--- src/rtl/mem_port_arbiter.sv ---
// Arbiter/sequencer for the unified single-port I/D memory of the MIPS core.
// One access is in flight at a time; each access walks IDLE -> ISSUE -> WAIT -> RESP.
//
// Requester handshake:
//   - A requester raises its req and holds it, with address/data stable, until
//     its ready pulse.
//   - ready is a single-cycle pulse in the RESP cycle. Read data is already
//     registered and valid in that same cycle.
//   - A req still high in the IDLE cycle after RESP is treated as a fresh request.
//   - The stall outputs are req & ~ready. They freeze the fetch stage or the
//     whole pipeline until the pulse arrives.
//   - A fetch flushed during ISSUE/WAIT completes on the memory side. It gives
//     no ready pulse and leaves if_rdata untouched.
// Debug: dbg_state encodes IDLE=0, ISSUE=1, WAIT=2, RESP=3; dbg_streak is the
// current count of back-to-back data grants made while a fetch was waiting.
module mem_port_arbiter #(
  parameter int unsigned LAT        = 2,
  parameter int unsigned MAX_STREAK = 4
) (
  input  logic        clk,
  input  logic        rst,
  input  logic        if_req,
  input  logic [31:0] if_addr,
  input  logic        if_flush,
  output logic [31:0] if_rdata,
  output logic        if_ready,
  output logic        if_stall,
  input  logic        d_req,
  input  logic        d_we,
  input  logic [31:0] d_addr,
  input  logic [31:0] d_wdata,
  output logic [31:0] d_rdata,
  output logic        d_ready,
  output logic        d_stall,
  output logic        mem_en,
  output logic        mem_we,
  output logic [31:0] mem_addr,
  output logic [31:0] mem_wdata,
  input  logic [31:0] mem_rdata,
  output logic [1:0]  dbg_state,
  output logic [7:0]  dbg_streak
);

  localparam logic [7:0] CNT_LOAD   = 8'(LAT - 1);
  localparam logic [7:0] STREAK_MAX = 8'(MAX_STREAK);

  typedef enum logic [1:0] {
    S_IDLE  = 2'd0,
    S_ISSUE = 2'd1,
    S_WAIT  = 2'd2,
    S_RESP  = 2'd3
  } state_t;

  state_t      state_q, state_d;
  logic        owner_q, owner_d;      // 1 = data access, 0 = fetch
  logic        drop_q, drop_d;        // in-flight fetch was flushed
  logic [7:0]  streak_q, streak_d;
  logic [7:0]  cnt_q, cnt_d;
  logic        mem_en_q, mem_en_d;
  logic        mem_we_q, mem_we_d;
  logic [31:0] mem_addr_q, mem_addr_d;
  logic [31:0] mem_wdata_q, mem_wdata_d;
  logic [31:0] if_rdata_q, if_rdata_d;
  logic [31:0] d_rdata_q, d_rdata_d;
  logic        grant_d_req;
  logic        grant_f_req;

  // State register and all registered outputs; reset abandons any access.
  always_ff @(posedge clk or negedge rst) begin
    if (!rst) begin
      state_q     <= S_IDLE;
      owner_q     <= 1'b0;
      drop_q      <= 1'b0;
      streak_q    <= '0;
      cnt_q       <= '0;
      mem_en_q    <= 1'b0;
      mem_we_q    <= 1'b0;
      mem_addr_q  <= '0;
      mem_wdata_q <= '0;
      if_rdata_q  <= '0;
      d_rdata_q   <= '0;
    end else begin
      state_q     <= state_d;
      owner_q     <= owner_d;
      drop_q      <= drop_d;
      streak_q    <= streak_d;
      cnt_q       <= cnt_d;
      mem_en_q    <= mem_en_d;
      mem_we_q    <= mem_we_d;
      mem_addr_q  <= mem_addr_d;
      mem_wdata_q <= mem_wdata_d;
      if_rdata_q  <= if_rdata_d;
      d_rdata_q   <= d_rdata_d;
    end
  end

  // Next-state: grant in IDLE, one strobe cycle, latency countdown, response.
  always_comb begin
    state_d     = state_q;
    owner_d     = owner_q;
    drop_d      = drop_q;
    streak_d    = streak_q;
    cnt_d       = cnt_q;
    mem_en_d    = 1'b0;
    mem_we_d    = mem_we_q;
    mem_addr_d  = mem_addr_q;
    mem_wdata_d = mem_wdata_q;
    if_rdata_d  = if_rdata_q;
    d_rdata_d   = d_rdata_q;
    grant_d_req = 1'b0;
    grant_f_req = 1'b0;

    case (state_q)
      S_IDLE: begin
        // Data wins ties until the fetch has been passed over MAX_STREAK times.
        if (d_req && (!if_req || (streak_q != STREAK_MAX))) begin
          grant_d_req = 1'b1;
        end else if (if_req) begin
          grant_f_req = 1'b1;
        end
        if (grant_d_req) begin
          owner_d     = 1'b1;
          mem_we_d    = d_we;
          mem_addr_d  = d_addr;
          mem_wdata_d = d_wdata;
          streak_d    = if_req ? (streak_q + 8'd1) : 8'd0;
        end
        if (grant_f_req) begin
          owner_d     = 1'b0;
          mem_we_d    = 1'b0;
          mem_addr_d  = if_addr;
          mem_wdata_d = '0;
          streak_d    = '0;
        end
        if (grant_d_req || grant_f_req) begin
          drop_d   = 1'b0;
          mem_en_d = 1'b1;
          state_d  = S_ISSUE;
        end
      end
      S_ISSUE: begin
        if (!owner_q && if_flush) drop_d = 1'b1;
        cnt_d   = CNT_LOAD;
        state_d = S_WAIT;
      end
      S_WAIT: begin
        if (!owner_q && if_flush) drop_d = 1'b1;
        if (cnt_q == 8'd0) begin
          // Memory data is valid in this final WAIT cycle only.
          if (owner_q) begin
            if (!mem_we_q) d_rdata_d = mem_rdata;
          end else if (!(drop_q || if_flush)) begin
            if_rdata_d = mem_rdata;
          end
          state_d = S_RESP;
        end else begin
          cnt_d = cnt_q - 8'd1;
        end
      end
      S_RESP: begin
        drop_d  = 1'b0;
        state_d = S_IDLE;
      end
      default: begin
        state_d = S_IDLE;
      end
    endcase
  end

  assign if_ready   = (state_q == S_RESP) && !owner_q && !drop_q;
  assign d_ready    = (state_q == S_RESP) && owner_q;
  assign if_stall   = if_req & ~if_ready;
  assign d_stall    = d_req & ~d_ready;
  assign if_rdata   = if_rdata_q;
  assign d_rdata    = d_rdata_q;
  assign mem_en     = mem_en_q;
  assign mem_we     = mem_we_q;
  assign mem_addr   = mem_addr_q;
  assign mem_wdata  = mem_wdata_q;
  assign dbg_state  = state_q;
  assign dbg_streak = streak_q;

endmodule

--- config.mk ---
export PLATFORM = sky130hd
export DESIGN_NAME = mem_port_arbiter
export DESIGN_NICKNAME = d
export VERILOG_FILES = /design/src/rtl/mem_port_arbiter.sv
export SDC_FILE = /design/constraint.sdc
export NUM_CORES = 1
export LEC_CHECK = 0
export BUFFER_PORTS_ARGS = -buffer_cell sky130_fd_sc_hd__buf_2
export CORE_MARGIN = 4
export CORE_UTILIZATION = 42
export CTS_CLUSTER_SIZE = 25
export DETAILED_ROUTE_END_ITERATION = 12
export GPL_TIMING_DRIVEN = 0
export MAX_ROUTING_LAYER = met4
export PLACE_DENSITY = 0.72
export RECOVER_POWER = 25
export SYNTH_ARGS = -nofsm -noshare
export SYNTH_HDL_FRONTEND = slang
export SYNTH_SLANG_ARGS = --single-unit
export TNS_END_PERCENT = 100
--- constraint.sdc ---
create_clock -name clk -period 3.33 [get_ports clk]
set_clock_uncertainty 0.2 [all_clocks]
set_input_delay 0.8325 -clock clk [delete_from_list [all_inputs] [get_ports clk]]
set_output_delay 0.8325 -clock clk [all_outputs]
set_load 0.01 [all_outputs]
Word-level counts from Yosys, hierarchy flattened

Cells that the tools add are included.

Latch bits: 0
Bits of input ports: 134
Memory bits (writable): 0
Memories: 0
Register bits after elaboration: 150
Output and inout bits: 144
ROM bits: 0

Reductions and logical operators: 22
Add/subtract/negate cells: 2
Div/mod/pow operators: 0
Multiply operators: 0
Multiplexer cells: 26
Magnitude comparators: 0
Eq/ne operators: 8
Bitwise operators: 7
Shifts and indexed selects: 0

Operators with widths:

| cell                                                                | count |
|---|---|
| 32-bit two-way mux                                                  | 4 |
| 8-bit two-way mux                                                   | 4 |
| 8-bit one-hot mux with 2 select lines                               | 1 |
| 1-bit two-way mux                                                   | 13 |
| 8-bit by 1-bit adder with 8-bit output (second input constant)      | 1 |
| 8-bit logical NOT                                                   | 1 |
| 8-bit by 3-bit != test with 1-bit output (second input constant)    | 1 |
| 2-bit one-hot mux with 4 select lines                               | 1 |
| 2-bit AND reduction                                                 | 4 |
| 4-bit AND reduction                                                 | 2 |
| 8-bit by 1-bit subtractor with 8-bit output (second input constant) | 1 |
| 2-bit != test (second input constant)                               | 3 |
| 1-bit logical AND                                                   | 5 |
| 1-bit inverter                                                      | 5 |
| 2-bit == test (second input constant)                               | 2 |
| 2-bit two-way mux                                                   | 2 |
| 2-bit nonzero test                                                  | 2 |
| 1-bit logical NOT                                                   | 3 |
| 1-bit logical OR                                                    | 3 |
| 1-bit one-hot mux with 3 select lines                               | 1 |
| 1-bit bitwise AND                                                   | 2 |
| 2-bit by 1-bit == test with 1-bit output (second input constant)    | 1 |
| 2-bit logical NOT                                                   | 1 |
| 2-bit by 1-bit != test with 1-bit output (second input constant)    | 1 |
| 2-bit OR reduction                                                  | 1 |

Longest topological paths before layout

Gate-level depths: netlist of the first run.

Depth after elaboration: 8
Gate-level depth with buffers: 8
Depth with buffers taken out: 6

Worst setup path before layout of the first run

Ideal clock, no wire load.

Path type: reg-to-reg
From: reg streak_q[0], in the netlist dbg_streak[0]
To: reg mem_addr_q[10], in the netlist mem_addr[10]
Path buffers: 2
Path slack: 940 ps
Arrival: 2053 ps
Stages on the path, launching flop included: 9
Data required time: 2993 ps
Path through: dfrtp_1 inv_1 ha_1 or4b_4 o41ai_4 buf_6 buf_12 mux2i_1 a21oi_1

Word-level cells in the longest chain between the ends: 7

Ends and longest elaborated chain:

| item                                       | RTL line | source |
|---|---|---|
| start: declaration                         | 57       | `logic [7:0] streak_q, streak_d;` |
| start signal: assignment                   | 86       | `streak_q <= streak_d;` |
| 8-bit by 3-bit != test with 1-bit output * | 116      | `if (d_req && (!if_req \|\| (streak_q != STREAK_MAX))) begin` |
| 1-bit logical OR *                         | 116      |  |
| 1-bit logical AND *                        | 116      |  |
| 1-bit two-way mux                          | 116      |  |
| 1-bit two-way mux                          | 113      | `case (state_q)` |
| 2-bit nonzero test (no line)               | n/a      |  |
| 2-bit AND reduction (no line)              | n/a      |  |
| end signal: assignment                     | 90       | `mem_addr_q <= mem_addr_d;` |
| end: declaration                           | 61       | `logic [31:0] mem_addr_q, mem_addr_d;` |

Every way passes the cells marked *; elsewhere a longest branch is shown, timed or not. The select of a mux whose other input is x is not followed.
A chain may end at the register's enable or synchronous reset.

Worst setup path in the final report of the first run

From: reg streak_q[0], in the netlist dbg_streak[0]
To: reg mem_addr_q[18], in the netlist mem_addr[18]

The elaborated chain is that of the path after synthesis.

==> key figures, run 1 <==
Status
  – Result of the run: complete, but fails checks
  – Violations in the final reports: capacitance limit, slew limit

Synthesis
  – Async SR Flop Fraction: 100%
  – Area of the mapped netlist: 6400 µm²
  – Post-synth top area share: 58.6%
  – Synth top area cells: sky130_fd_sc_hd__dfrtp_1 (59%), sky130_fd_sc_hd__mux2_2 (9.9%), sky130_fd_sc_hd__mux2i_1 (5.3%)
  – Synthesized flop and latch total: 150
  – EDFF count, synth: 0
  – Number of instances in the synthesized netlist: 549
  – Synth Flop Type: sky130_fd_sc_hd__dfrtp_1
  – Share of synthesized area occupied by flip-flops and latches: slightly below 60%
  – Netlist cell types: 48
  – Number of warnings reported in the yosys synthesis log: 0
  – Syn_nets: 691
  – Mean post-synth cell area: 11.7 µm²
  – Largest area contributor in the synthesized netlist: sky130_fd_sc_hd__dfrtp_1

Layout
  – Finished Core Util: between 50% and 60%
  – Area growth, synth to finish: 34.3%
  – Commonest non-fill, non-tap cell in the layout: sky130_fd_sc_hd__buf_2
  – Final non-filler cell area: about 8600 µm²
  – Final nets: 988
  – Commonest non-fill, non-tap cells in the layout: sky130_fd_sc_hd__buf_2 (280), sky130_fd_sc_hd__dfrtp_1 (150), sky130_fd_sc_hd__nand2_1 (80), sky130_fd_sc_hd__mux2_2 (56), sky130_fd_sc_hd__o21ai_0 (43)
  – Fraction of final layout cells sized beyond drive strength 1: approximately 44%
  – Final cell count without fillers: between 1k and 1.5k

Routing
  – Average detailed-routed wire length per instance: around 17 µm
  – DR DRC count: 0
  – Via density: 4.97
  – Violation count after the first detailed-routing iteration: 163
  – Routed met3 length: 1310 µm
  – Aggregate routed wire length: about 17000 µm
  – Routed length on met1: between 7000 and 8000 µm
  – Met2 Wirelength: 8620 µm
  – Post-detailed-route count of antenna-violating nets: 0
  – Highest metal layer with signal wires: met4
  – Vias after detailed routing: about 5.2k
  – Pre-antenna DRT Iters: 5

Place
  – IO Port Bufs: 277
  – Routability Congestion: 0.830
  – Placed Instances: 1011
  – Worst-case setup slack after placement: 0.387 ns
  – HPWL after DPL: 13600 µm
  – Placed instance area: 8050 µm²

Power and ir drop
  – Reported leakage power: roughly 4.2 nW
  – Final Power: 7.97 mW
  – Worst vdd ir: 0.406 mV
  – Power density over the cells: 927 nW/µm²

Worst setup path
  – Top fanout value on the critical path: 10
  – Launching element type of the critical path: flop
  – Required time reported for the critical path endpoint: roughly 3.4 ns
  – Worst Setup Path Type: reg -> reg
  – Endpoint class of the critical path: flop
  – Critical path data arrival time: 2.67 ns

Global route
  – Global-route wire length before repair: 28800 µm
  – Via count of the first global-routing pass: 5405
  – Gr usage total: 21.5%
  – GR Overflow Total: 0
  – Number of antenna violations at the first check in global routing: 1
  – Pin count of the biggest net entering global routing: between 80 and 90

Floorplan
  – Horiz. Die Dim: approximately 130 µm
  – Initial Util: 43.4%
  – Top-level I/O count: approximately 280
  – Vertical die dimension: approximately 130 µm
  – Floorplan die area: 17300 µm²
  – Std-Cell Rows: 44
  – Core Box Area: 14800 µm²

Worst hold path
  – Worst hold path type: reg -> reg

Timing
  – Max-slew violation count: 80
  – Max frequency: 388 MHz
  – Post-route clock period utilization: 77.5%
  – Shortest period the worst path allows: 2.58 ns
  – Slew margin rel.: -33.8%
  – RSZ-0062 raised after global routing: no
  – Count of final setup violators: 0
  – Number of hold violations in the final report: 0
  – Setup TNS Final: 0 ns
  – Setup ws final: 0.750 ns
  – Actual slew at the worst max-slew pin: ~2.0 ns
  – Worst hold slack after final layout: about 0.27 ns

Clock network
  – Clock Path Buffers: 2
  – CTS Hold Bufs: 0
  – Clock sink count: 150
  – Clock transition at the registers of the reported paths: 0.07 ns
  – Number of levels the H-tree was split into: 4
  – TritonCTS clock tree: built
  – Number of buffers created by CTS: 17
  – Count of instances resized after the clock tree is built: 0
  – Cell at the root of the clock tree: sky130_fd_sc_hd__clkbuf_16
  – Setup Fix Bufs, Post-CTS: 0
  – Clock latency at the later pin of the worst-skew pair: 0.42 ns

Run
  – Maximum Capacitance Violations: 1
[layout make-up]
type                    instances  area (µm²)
fillers                      1285        6160
flip-flops and latches        150        3750
multi-input cells             355        2420
repair buffers                278        1410
clock buffers                  17         425
well taps                     184         230
plain buffers                  32         183
clock inverters                15         121
inverters                      12        45.0
diodes                          1        2.50
[power by group]
group          internal (mW)  switching (mW)  leakage (nW)
sequential              2.66           0.464          1.81
clock                  0.968           0.798         0.259
combinational           1.35            1.74          2.17
[critical path, cell delays in order (launching register included)]
cell and delay (ns):
sky130_fd_sc_hd__dfrtp_1 0.45, sky130_fd_sc_hd__inv_1 0.09, sky130_fd_sc_hd__ha_1 0.13, sky130_fd_sc_hd__or4b_4 0.47, sky130_fd_sc_hd__o41ai_4 0.36, sky130_fd_sc_hd__buf_6 0.25, sky130_fd_sc_hd__buf_12 0.16, sky130_fd_sc_hd__mux2i_1 0.23
sky130_fd_sc_hd__a21oi_1 0.10
[metal layers]
metal | GRT usage, % | vias up
met5 | - | -
met4 | 7.12 | 0
met3 | 6.27 | 23
met2 | 35.0 | 228
met1 | 25.7 | 2442
li1 | - | 2492
[synth_stat cells (3+ instances only)]
cell	number
sky130_fd_sc_hd__clkbuf_1	23
sky130_fd_sc_hd__nand3_1	5
sky130_fd_sc_hd__nand2_1	80
sky130_fd_sc_hd__inv_1	12
sky130_fd_sc_hd__buf_12	3
sky130_fd_sc_hd__dfrtp_1	150
sky130_fd_sc_hd__a21o_1	3
sky130_fd_sc_hd__mux2_2	56
sky130_fd_sc_hd__nor3b_1	5
sky130_fd_sc_hd__a21oi_1	35
sky130_fd_sc_hd__nor2b_1	3
sky130_fd_sc_hd__ha_1	8
sky130_fd_sc_hd__o21ai_0	43
sky130_fd_sc_hd__mux2i_1	34
sky130_fd_sc_hd__nor2_1	40
sky130_fd_sc_hd__buf_2	4
sky130_fd_sc_hd__mux2_1	8
[cell families (layout without fill, tap and decap cells)]
logic type,after synthesis,count (layout),synth area share (%)
AND/OR/NAND/NOR,151,151,10.7
flip-flops,150,150,58.6
multiplexers,98,98,16.6
AO/OA/AOI/OAI,95,95,8.60
buffers and inverters,44,354,3.56
adder cells (fa/ha/maj),8,8,1.56
XOR/XNOR,3,3,0.411
other,0,1,0
[final timing paths]
kind / from / endpoint / slack, ns / cells after the start
worst max-delay path: dbg_streak[0]$_DFFE_PN0P_ / mem_addr[18]$_DFFE_PN0P_ / 0.75 / 8
worst min-delay path: mem_wdata[25]$_DFFE_PN0P_ / mem_wdata[25]$_DFFE_PN0P_ / 0.27 / 2
worst max register to register: dbg_streak[0]$_DFFE_PN0P_ / mem_addr[18]$_DFFE_PN0P_ / 0.75 / 8
worst min register to register: mem_wdata[25]$_DFFE_PN0P_ / mem_wdata[25]$_DFFE_PN0P_ / 0.27 / 2
max in group asynchronous: rst / if_rdata[25]$_DFFE_PN0P_ / 0.98 / 1
min in group asynchronous: rst / d_rdata[11]$_DFFE_PN0P_ / 0.78 / 1
[registers in the layout, indices dropped and copies added (netlist names)]
| name | count |
|---|---|
| d_rdata | 32 |
| dbg_state | 2 |
| mem_wdata | 32 |
| dbg_streak | 8 |
| mem_en | 1 |
| mem_we | 1 |
| drop_q | 1 |
| mem_addr | 32 |
| owner_q | 1 |
| cnt_q | 8 |
| if_rdata | 32 |
Note: power is estimated with default switching activity, not from simulation.
==> run 2, diff against run 1 <==
==> constraint.sdc (replaced) <==
create_clock -name clk -period 2.7 [get_ports clk]
set_clock_uncertainty 0.2 [all_clocks]
set_input_delay 0.675 -clock clk [delete_from_list [all_inputs] [get_ports clk]]
set_output_delay 0.675 -clock clk [all_outputs]
set_load 0.01 [all_outputs]
==> key figures, run 2 (synthesized netlist as in run 1, its figures left out) <==
Worst setup path
  – Critical path depth in cells: 8
  – R2R cell count: 8
  – Critical Path Sink: mem_addr[17]$_DFFE_PN0P_
  – Startpoint of the worst register-to-register path: dbg_streak[0]$_DFFE_PN0P_
  – Launching element type of the critical path: flop
  – Worst setup path startpoint: dbg_streak[0]$_DFFE_PN0P_
  – Crit path largest cell delay: 0.47 ns
  – Required time reported for the critical path endpoint: between 2 and 3 ns
  – Critical Path, Cell by Cell: inv_1 > ha_1 > or4b_4 > o41ai_4 > buf_6 > buf_12 > mux2i_1 > a21oi_1
  – Buf/Inv on CP: 3
  – Top fanout value on the critical path: 10
  – Endpoint class of the critical path: flop
  – Endpoint of the most critical register-to-register path: mem_addr[17]$_DFFE_PN0P_
  – Kind of cell adding the most delay to the critical path: buffers and inverters
  – Worst Setup Path Type: reg -> reg
  – Minimum setup slack among reg-to-reg paths: 0.14 ns
  – Critical path data arrival time: 2.64 ns
  – Max stage delay cell, worst path: sky130_fd_sc_hd__or4b_4

Floorplan
  – Core Box Area: between 10000 and 15000 µm²
  – Top-level I/O count: 278
  – Horiz. Die Dim: 131 µm
  – Vertical die dimension: 131 µm
  – Initial Util: 43.4%
  – Floorplan die area: 17300 µm²
  – Std-Cell Rows: 44

Global route
  – Number of antenna violations at the first check in global routing: 1
  – Pin count of the biggest net entering global routing: 81
  – Global-route wire length before repair: 28800 µm
  – Gr usage total: between 20% and 30%
  – Via count of the first global-routing pass: 5405
  – GR Overflow Total: 0

Timing
  – Count of final setup violators: 0
  – Worst hold slack after final layout: 0.271 ns
  – Number of hold violations in the final report: 0
  – Max frequency: roughly 400 MHz
  – Post-route clock period utilization: 94.7%
  – Shortest period the worst path allows: around 2.6 ns
  – Actual slew at the worst max-slew pin: 2.02 ns
  – Max-slew violation count: 80
  – RSZ-0062 raised after global routing: no
  – Setup ws final: between 0.1 and 0.15 ns
  – Slew margin rel.: -34.6%

Power and ir drop
  – Worst vdd ir: 0.499 mV
  – Reported leakage power: between 4 and 5 nW
  – Final Power: 9.84 mW
  – Power density over the cells: 1140 nW/µm²

Place
  – Worst-case setup slack after placement: -0.0853 ns
  – Routability Congestion: 0.830
  – IO Port Bufs: 277
  – HPWL after DPL: 13600 µm
  – Placed Instances: 1011

Clock network
  – Clock transition at the registers of the reported paths: 0.06 ns
  – Number of levels the H-tree was split into: 4
  – Clock Path Buffers: 2
  – Number of buffers created by CTS: 17
  – TritonCTS clock tree: built
  – Cell at the root of the clock tree: sky130_fd_sc_hd__clkbuf_16
  – Clock latency at the later pin of the worst-skew pair: 0.42 ns
  – Clock sink count: 150
  – CTS Hold Bufs: 0

Routing
  – Pre-antenna DRT Iters: 4
  – Post-detailed-route count of antenna-violating nets: 0
  – Aggregate routed wire length: 17500 µm
  – Via density: 4.94
  – Vias after detailed routing: 5186
  – DR DRC count: 0
  – Average detailed-routed wire length per instance: 16.7 µm
  – Violation count after the first detailed-routing iteration: 160

Layout
  – Area growth, synth to finish: 34.9%
  – Fraction of final layout cells sized beyond drive strength 1: between 40% and 50%
  – Final nets: ~990
  – Final cell count without fillers: 1049
  – Commonest non-fill, non-tap cell in the layout: sky130_fd_sc_hd__buf_2
  – Finished Core Util: around three fifths
  – Commonest non-fill, non-tap cells in the layout: sky130_fd_sc_hd__buf_2 (279), sky130_fd_sc_hd__dfrtp_1 (150), sky130_fd_sc_hd__nand2_1 (80), sky130_fd_sc_hd__mux2_2 (56), sky130_fd_sc_hd__o21ai_0 (43)

Worst hold path
  – Worst hold path type: reg -> reg

Status
  – Result of the run: complete, but fails checks
  – Violations in the final reports: capacitance limit, slew limit

Run
  – Maximum Capacitance Violations: 1
## run 2: cell count changes in the layout (fill, tap and decap cells not counted)
cell / previous run / this run
sky130_fd_sc_hd__inv_1: 12 / 11
sky130_fd_sc_hd__buf_2: 280 / 279
sky130_fd_sc_hd__inv_2: 0 / 1
sky130_fd_sc_hd__clkbuf_2: 2 / 4
sky130_fd_sc_hd__clkbuf_1: 23 / 21
sky130_fd_sc_hd__buf_4: 0 / 5
sky130_fd_sc_hd__clkbuf_4: 0 / 1
## run 2: what timing repair did
| action | CTS | global route |
|---|---|---|
| gates resized for setup | 1 | 4 |
| setup buffers | 0 | 5 |
| endpoints found under the setup margin | 1 | 11 |
## run 2: worst min path at each step
stage,from,to,slack (ns),cells past startpoint
6_report,mem_wdata[25]$_DFFE_PN0P_,mem_wdata[25]$_DFFE_PN0P_,0.27,2
5_1_grt,mem_rdata[24],if_rdata[24]$_DFFE_PN0P_,0.27,2
4_1_cts,rst,d_rdata[11]$_DFFE_PN0P_,0.12,1
3_5_place_dp,mem_wdata[25]$_DFFE_PN0P_,mem_wdata[25]$_DFFE_PN0P_,0.27,2
3_3_place_gp,mem_wdata[25]$_DFFE_PN0P_,mem_wdata[25]$_DFFE_PN0P_,0.26,2
2_1_floorplan,rst,cnt_q[0]$_DFFE_PN0P_,0.18,0
## run 2: tightest hold or removal path: cells and delay by family, from the launching register on
family | cells | cell delay [ns]
flops | 1 | 0.33
compound gates | 1 | 0.06
simple gates | 1 | 0.05
## run 2: report_power, final
part / switching (mW) / internal, mW / leakage (nW)
Clock: 0.986 / 1.19 / 0.259
Sequential: 0.575 / 3.28 / 1.81
Combinational: 2.14 / 1.67 / 2.21
Total: 3.70 / 6.14 / 4.28
## run 2: metal layers
layer | global-route usage (%) | share of wire (%)
met1 | 25.7 | 41
met2 | 35.0 | 49
met3 | 6.27 | 7.4
met4 | 7.12 | 2.0
met5 | - | 0
## run 2: cell type report
cell class                 count  area (µm²)
buffer                        32         188
tap                          184         230
inverter                      12        45.0
sequential                   150        3750
antenna                        1        2.50
clock inverter                15         121
timing repair buffer         283        1450
clock buffer                  17         425
multi-input combinational    355        2420
fill                        1276        6120
## run 2: per-stage QoR
| step | area (µm²) | TNS, ns |
|---|---|---|
| 2_1_floorplan | 6400 | 0 |
| 3_3_place_gp | 8020 | -214.64 |
| 3_5_place_dp | 8050 | -0.0853 |
| 4_1_cts | 8600 | 0 |
| 5_1_grt | 8640 | 0 |
| 6_report | 8640 | 0 |
